`config.mk`:
```
export PLATFORM = sky130hd
export DESIGN_NAME = imem_loader
export DESIGN_NICKNAME = d
export VERILOG_FILES = /design/src/rtl/imem_loader_pkg.sv /design/src/rtl/word_assembler.sv /design/src/rtl/imem_loader.sv
export SDC_FILE = /design/constraint.sdc
export NUM_CORES = 1
export LEC_CHECK = 0
export ABC_AREA = 0
export CAP_MARGIN = 20
export CELL_PAD_IN_SITES_DETAIL_PLACEMENT = 0
export CELL_PAD_IN_SITES_GLOBAL_PLACEMENT = 2
export CORE_MARGIN = 8
export CORE_UTILIZATION = 32
export DETAILED_ROUTE_END_ITERATION = 6
export HOLD_SLACK_MARGIN = 0.1
export PLACE_DENSITY_LB_ADDON = 0.15
export SYNTH_ARGS = -nofsm -noshare
export SYNTH_HDL_FRONTEND = slang
export SYNTH_HIERARCHICAL = 1
export SYNTH_SLANG_ARGS = --single-unit
```
`constraint.sdc`:
```
create_clock -name clk -period 3.7 [get_ports clk]
set_clock_uncertainty 0.1 [all_clocks]
set_input_delay 0.74 -clock clk [delete_from_list [all_inputs] [get_ports clk]]
set_output_delay 0.74 -clock clk [all_outputs]
set_load 0.02 [all_outputs]
```
`src/rtl/imem_loader_pkg.sv`:
```
// Shared types and constants for the instruction-memory program loader.
package imem_loader_pkg;

    localparam int unsigned BYTE_W         = 8;
    localparam int unsigned WORD_W         = 32;
    localparam int unsigned ADDR_W         = 32;
    localparam int unsigned BYTES_PER_WORD = 4;
    localparam int unsigned CNT_W          = 2;

    // Byte stride between consecutive instruction words; matches the PC adder.
    localparam logic [ADDR_W-1:0] PC_STEP = 32'd4;

    typedef enum logic [1:0] {
        IDLE  = 2'd0,
        RECV  = 2'd1,
        WRITE = 2'd2,
        ERR   = 2'd3
    } loader_state_t;

endpackage

```
`src/rtl/word_assembler.sv`:
```
// Packs a big-endian byte stream into 32-bit words; full means three bytes are held.
module word_assembler
    import imem_loader_pkg::*;
(
    input  logic              clk,
    input  logic              rst,
    input  logic              clr,
    input  logic              shift,
    input  logic [BYTE_W-1:0] in_byte,
    output logic [WORD_W-1:0] word,
    output logic              full
);

    logic [CNT_W-1:0] cnt;

    // Shift register and byte counter; full flags that the next byte completes a word.
    always_ff @(posedge clk) begin
        if (rst || clr) begin
            word <= '0;
            cnt  <= '0;
            full <= 1'b0;
        end else if (shift) begin
            word <= {word[WORD_W-BYTE_W-1:0], in_byte};
            cnt  <= cnt + CNT_W'(1);
            full <= (cnt == CNT_W'(BYTES_PER_WORD - 2));
        end
    end

endmodule

```
`src/rtl/imem_loader.sv`:
```
// Streams program bytes into instruction memory while holding the core in reset.
module imem_loader
    import imem_loader_pkg::*;
#(
    parameter int unsigned DEPTH_WORDS = 64
) (
    input  logic              clk,
    input  logic              rst,
    input  logic              start,
    input  logic              in_valid,
    input  logic [BYTE_W-1:0] in_byte,
    input  logic              in_last,
    output logic              in_ready,
    output logic              wr_en,
    output logic [ADDR_W-1:0] wr_addr,
    output logic [WORD_W-1:0] wr_data,
    output logic              core_rst,
    output logic              busy,
    output logic              done,
    output logic              err
);

    loader_state_t     state, state_n;
    logic [ADDR_W-1:0] addr, addr_n;
    logic              last, last_n;
    logic              done_n, err_n;
    logic              clr, shift, accept, room;
    logic              full;

    word_assembler u_asm (
        .clk     (clk),
        .rst     (rst),
        .clr     (clr),
        .shift   (shift),
        .in_byte (in_byte),
        .word    (wr_data),
        .full    (full)
    );

    assign accept  = (state == RECV) && in_valid && in_ready;
    assign room    = (addr[ADDR_W-1:2] < (ADDR_W-2)'(DEPTH_WORDS));
    assign wr_addr = addr;

    // Next-state, bookkeeping and assembler control.
    always_comb begin
        state_n = state;
        addr_n  = addr;
        last_n  = last;
        done_n  = done;
        err_n   = err;
        clr     = 1'b0;
        shift   = 1'b0;
        unique case (state)
            IDLE, ERR: begin
                if (start) begin
                    clr     = 1'b1;
                    addr_n  = '0;
                    done_n  = 1'b0;
                    err_n   = 1'b0;
                    state_n = RECV;
                end
            end
            RECV: begin
                shift = accept;
                if (accept) begin
                    if (full) begin
                        if (room) begin
                            state_n = WRITE;
                            last_n  = in_last;
                        end else begin
                            state_n = ERR;
                            err_n   = 1'b1;
                        end
                    end else if (in_last) begin
                        state_n = ERR;
                        err_n   = 1'b1;
                    end
                end
            end
            WRITE: begin
                addr_n = addr + PC_STEP;
                if (last) begin
                    done_n  = 1'b1;
                    state_n = IDLE;
                end else begin
                    state_n = RECV;
                end
            end
            default: state_n = IDLE;
        endcase
    end

    // State, address and output registers; handshake/strobe outputs follow the next state.
    always_ff @(posedge clk) begin
        if (rst) begin
            state    <= IDLE;
            addr     <= '0;
            last     <= 1'b0;
            done     <= 1'b0;
            err      <= 1'b0;
            in_ready <= 1'b0;
            wr_en    <= 1'b0;
            core_rst <= 1'b1;
            busy     <= 1'b0;
        end else begin
            state    <= state_n;
            addr     <= addr_n;
            last     <= last_n;
            done     <= done_n;
            err      <= err_n;
            in_ready <= (state_n == RECV);
            wr_en    <= (state_n == WRITE);
            core_rst <= (state_n != IDLE);
            busy     <= (state_n == RECV) || (state_n == WRITE);
        end
    end

endmodule
```
Word-level counts from Yosys, hierarchy flattened
Cells that the tools add are included.
- output and inout bits: 70
- flip-flop bits (word level): 76
- input bits: 13
- logic and storage cells: 59
- reductions and logical operators: 13
- add/subtract/negate cells: 2
- multiplexer cells: 20
- order comparisons: 1
- equality and inequality tests: 11
- operator list (kind ; count):
    32-bit case mux with 2 select lines ; 1
    32-bit by 3-bit adder with 32-bit output (second input constant) ; 1
    32-bit two-way mux ; 1
    30-bit by 7-bit < comparator with 1-bit output (second input constant) ; 1
    1-bit two-way mux ; 11
    2-bit equality test (second input constant) ; 4
    2-bit two-way mux ; 4
    2-bit inequality test (second input constant) ; 3
    2-bit case mux with 3 select lines ; 1
    2-bit nonzero test ; 3
    5-bit AND reduction ; 1
    2-bit by 1-bit equality test with 1-bit output (second input constant) ; 2
    1-bit case mux with 2 select lines ; 2
    4-bit AND reduction ; 1
    3-bit by 2-bit inequality test with 1-bit output (second input constant) ; 1
    3-bit inequality test (second input constant) ; 1
    3-bit AND reduction ; 1
    2-bit by 1-bit adder with 2-bit output (second input constant) ; 1
    1-bit logical AND ; 2
    2-bit logical NOT ; 1
    1-bit logical OR ; 2
    2-bit AND reduction ; 1
    2-bit OR reduction ; 1

Longest topological paths before layout
- depth after elaboration: 7
- depth in mapped cells: 9

Cells and area by module
Netlist, hierarchy kept.
- by module, submodules not included (module ; instances ; area an instance (um^2) ; cells an instance ; sequential area each (um^2)):
    imem_loader ; 1 ; 2043.2 ; 245 ; 780.7
    word_assembler ; 1 ; 1301.2 ; 116 ; 700.7

Worst setup path before layout
No wires, ideal clock.
- path kind: register -> register
- start point: register state[0]
- end point: register addr[28], in the netlist wr_addr[28]
- buffers on the path: 2
- library setup time: 0.071 ns
- cell stages (with the launch flop): 9
- setup slack: 1.268 ns
- data arrival time: 2.262 ns
- period minus slack after synthesis: 2.432 ns
- cell sequence: dfxtp_1 > inv_1 > ha_1 > buf_4 > mux2i_2 > or4_1 > clkbuf_2 > or4_1 > a21oi_1
- cells in the longest elaborated chain, start to end: 4
- RTL lines (element ; RTL line ; text):
    start: declaration ; imem_loader.sv:23 ; loader_state_t state, state_n;
    start signal: assignment ; imem_loader.sv:106 ; state <= state_n;
    2-bit equality test or 2-bit logical NOT (tied branches) ; imem_loader.sv:53 ; unique case (state)
    2-bit OR reduction ; imem_loader.sv:53 ;
    2-bit inequality test (no source line) or 2-bit nonzero test (tied branches) ; -- ;
    2-bit AND reduction (no source line) ; -- ;
    end signal: assignment ; imem_loader.sv:107 ; addr <= addr_n;
    end: declaration ; imem_loader.sv:24 ; logic [ADDR_W-1:0] addr, addr_n;
Several ways; a longest one is shown, not always the timed one.
A chain may end at the register's enable or synchronous reset.

Final worst setup path
- start point: input start
- end point: register addr[28], in the netlist wr_addr[28]
- cells in the longest elaborated chain, start to end: 2
- RTL lines (element ; RTL line ; text):
    start: declaration ; imem_loader.sv:9 ; input logic start,
    2-bit inequality test (no source line) ; -- ;
    2-bit AND reduction (no source line) ; -- ;
Every way passes these cells.

==> results.md <==
- Power Density: approximately 380 nW/um2
- Vias: between 2,000 and 3,000
- Port Buffer Count: 80
- Initial antenna violation count: 0
- Final hold violations: 0
- Clk_lat worst skew: ~0.35 ns
- Worst-path fanout max: 9
- R2R Setup Slk: between 1 and 1.5 ns
- Slew of the pin with the lowest slew margin: 0.702 ns
- DP Area: around 4200 um2
- Setup Buffers After CTS: 0
- Footprint of the multi-input gates: about 1700 um2
- WP data arrival: 2.80 ns
- Diode count: 0
- Total Routing Usage GR: 12.2%
- WP data required: approximately 3.9 ns
- Hold Buf Count CTS: 0
- Non-filler cells, final: 579
- Placed Cells: 563
- Area of all sequential standard cells: ~1500 um2
- Leakage: between 1 and 1.5 nW
- Critical path class: in -> reg
- Post-route ant nets: 0
- Die area: roughly 14,000 um2
- HP Class: reg -> reg
- Power Total: roughly 1.7 mW
- Routed WL: 8590 um
- WL/cell: roughly 15 um
- Final nets: around 460
- Mapped Area: about 3300 um2
- Final routed DRC violation total: 0
- Cell variety after synth: between 40 and 50
- Critical R2R Capture: wr_addr[28]
- End point of the critical path: wr_addr[28]
- CORE AREA: approximately 10,000 um2
- Pre-antenna DRT Iters: 4
- Status: complete, no violations
- Die width: about 120 um
- CTS Sinks: between 70 and 80
- Worst r2r src: state[0]
- HPWL after detailed placement: between 6000 and 7000 um
- Number of CTS-inserted buffers: 9
- Synth Flop Type: dfxtp_1
- Final min period: between 2 and 3 ns
- RSZ-0062 raised after global routing: false
- Die H: about 120 um
- TritonCTS clock tree: built
- H-tree levels: 3
- Slew Limit Fails: 0
- Fillers: around 1,000
- Commonest non-fill, non-tap cell in the layout: clkdlybuf4s50_1
- GRT overflow: 0
- Ports: 83
- Peak Freq: 0.381 GHz
- Sequential area share after synthesis: approximately 44%
- Root buffer cell: clkbuf_8
- GP Congestion: 0.749
- Ys Warns: 6
- Layout cells sized above 1: under 10%
- Critical path endpoint category: flop
- Largest net degree at the start of global routing: 25
- Maximum clock path buffer count: 2
- Rows: 37
- Vias in the first global route: around 2,700
- Final Instance Area: 4430 um2
- Crit share post-route: about 70%
- Synth-to-Final Area Change: 32.3%
- Gates resized, CTS repair: 0
- Vias per cell: approximately 4.9
- Initial core utilization: around 33%
- Ys async rst share: 0%
- Max VDD drop: between 200 and 250 uV
- Fin Setup TNS: 0 ns
- CTS clock-pin slew for the worst setup and hold paths: about 0.080 ns
- Post-synth EDFFs: 0
- Final Setup Violations: 0
- Reg2Reg Depth: 6
- Hold path start: err
- First-pass GRT wire length: 14,100 um
- Syn Area/Cell: between 9 and 10 um2
- Mapped Cells: 361
- Initial DRC Count: around 140
- CP Launch Type: primary input
- Flops & latches, synth: 74
- Commonest non-fill, non-tap cells in the layout: 80 x clkdlybuf4s50_1, 74 x dfxtp_1, 44 x nor2_1
- Setup crit start: start
- Max Cap Violations: 0
- Slew headroom: between 50% and 60%
==> logic make-up (layout without fill, tap and decap cells) <==
group,Yosys count,count (layout),share of synthesized area [%]
and+or+nand+nor,145,145,23.2
DFF,74,74,44.3
AOI/OAI and AO/OA,56,56,10.4
muxes,38,38,11.5
buffers and inverters,34,115,6.25
adders and majority gates,7,7,2.62
xor gates and xnor gates,6,6,1.57
other,1,2,0.112
==> sequential cells by signal (all words and copies together) (netlist names) <==
signal and flops:
u_asm/full 1, core_rst 1, last 1, wr_en 1, busy 1, done 1
in_ready 1, wr_addr 30, state 2, u_asm/word 32, err 1, u_asm/cnt 2
==> final cells by class <==
cell class	count	share of cell area [%]
clock inverters	7	2.29
well taps	136	3.85
inverters	14	1.19
flip-flops and latches	74	33.5
clock buffers	9	2.80
repair buffers	85	18.9
multi-input cells	254	37.5
==> cells in the mapped netlist (2+ instances only) <==
cell	n	share of area (%)
dfxtp_1	74	44
nor2_1	44	4.9
mux2i_1	36	11
a21oi_1	26	3.9
nand2_1	16	1.8
or4_1	15	3.4
inv_1	14	1.6
o31ai_1	12	2.7
nand3_1	10	1.5
buf_6	9	3.0
nand2b_1	8	1.5
nand4_1	8	1.5
o21ai_0	8	1.2
or3_1	8	1.5
ha_1	7	2.6
nor3_1	7	1.0
clkbuf_1	6	0.67
nor2b_1	6	1.1
nor4_1	6	1.1
xnor2_1	5	1.3
and4_1	3	0.79
buf_4	3	0.67
a211oi_1	2	0.45
and2_1	2	0.37
nand3b_1	2	0.45
nor2_2	2	0.37
or2_2	2	0.37
==> worst min path at each step <==
| stage | endpoint | slack, ns | depth (start not counted) |
|---|---|---|---|
| CTS | err | 0.38 | 2 |
| floorplan | last | 0.36 | 2 |
| detailed placement | err | 0.37 | 2 |
| finish | err | 0.37 | 2 |
| global placement | err | 0.37 | 2 |
| global route | err | 0.41 | 2 |
==> worst max-delay path, cell delays in order <==
cell and delay, ns:
clkdlybuf4s50_1 0.57, mux2i_2 0.13, or4_1 0.70, or4_1 0.52, a21oi_1 0.14
==> routing by layer <==
layer / GRT usage (%) / vias up / routed length [um]
li1: - / 1440 / -
met1: 14.7 / 1300 / 3990
met2: 19.7 / 66 / 3960
met3: 5.00 / 9 / 556
met4: 3.12 / 0 / 88
met5: 0 / - / 0
==> per-stage QoR <==
stage                     utilization (%)  setup slack, ns  hold WS (ns)
after global routing                 43.3            0.974         0.408
after floorplan                         -             1.27         0.356
after global placement               41.1            0.725         0.368
after CTS                            43.3             1.08         0.380
final                                43.3             1.07         0.369
after detailed placement             41.1            0.704         0.368
==> where the power goes <==
part           switching [mW]  leakage [nW]  internal (mW)  total, mW
sequential            0.00580         0.597          0.807      0.812
combinational          0.0935         0.671         0.0681      0.162
clock                   0.319         0.112          0.386      0.706
total                   0.419          1.38           1.26       1.68
Note: power is estimated with default switching activity, not from simulation.
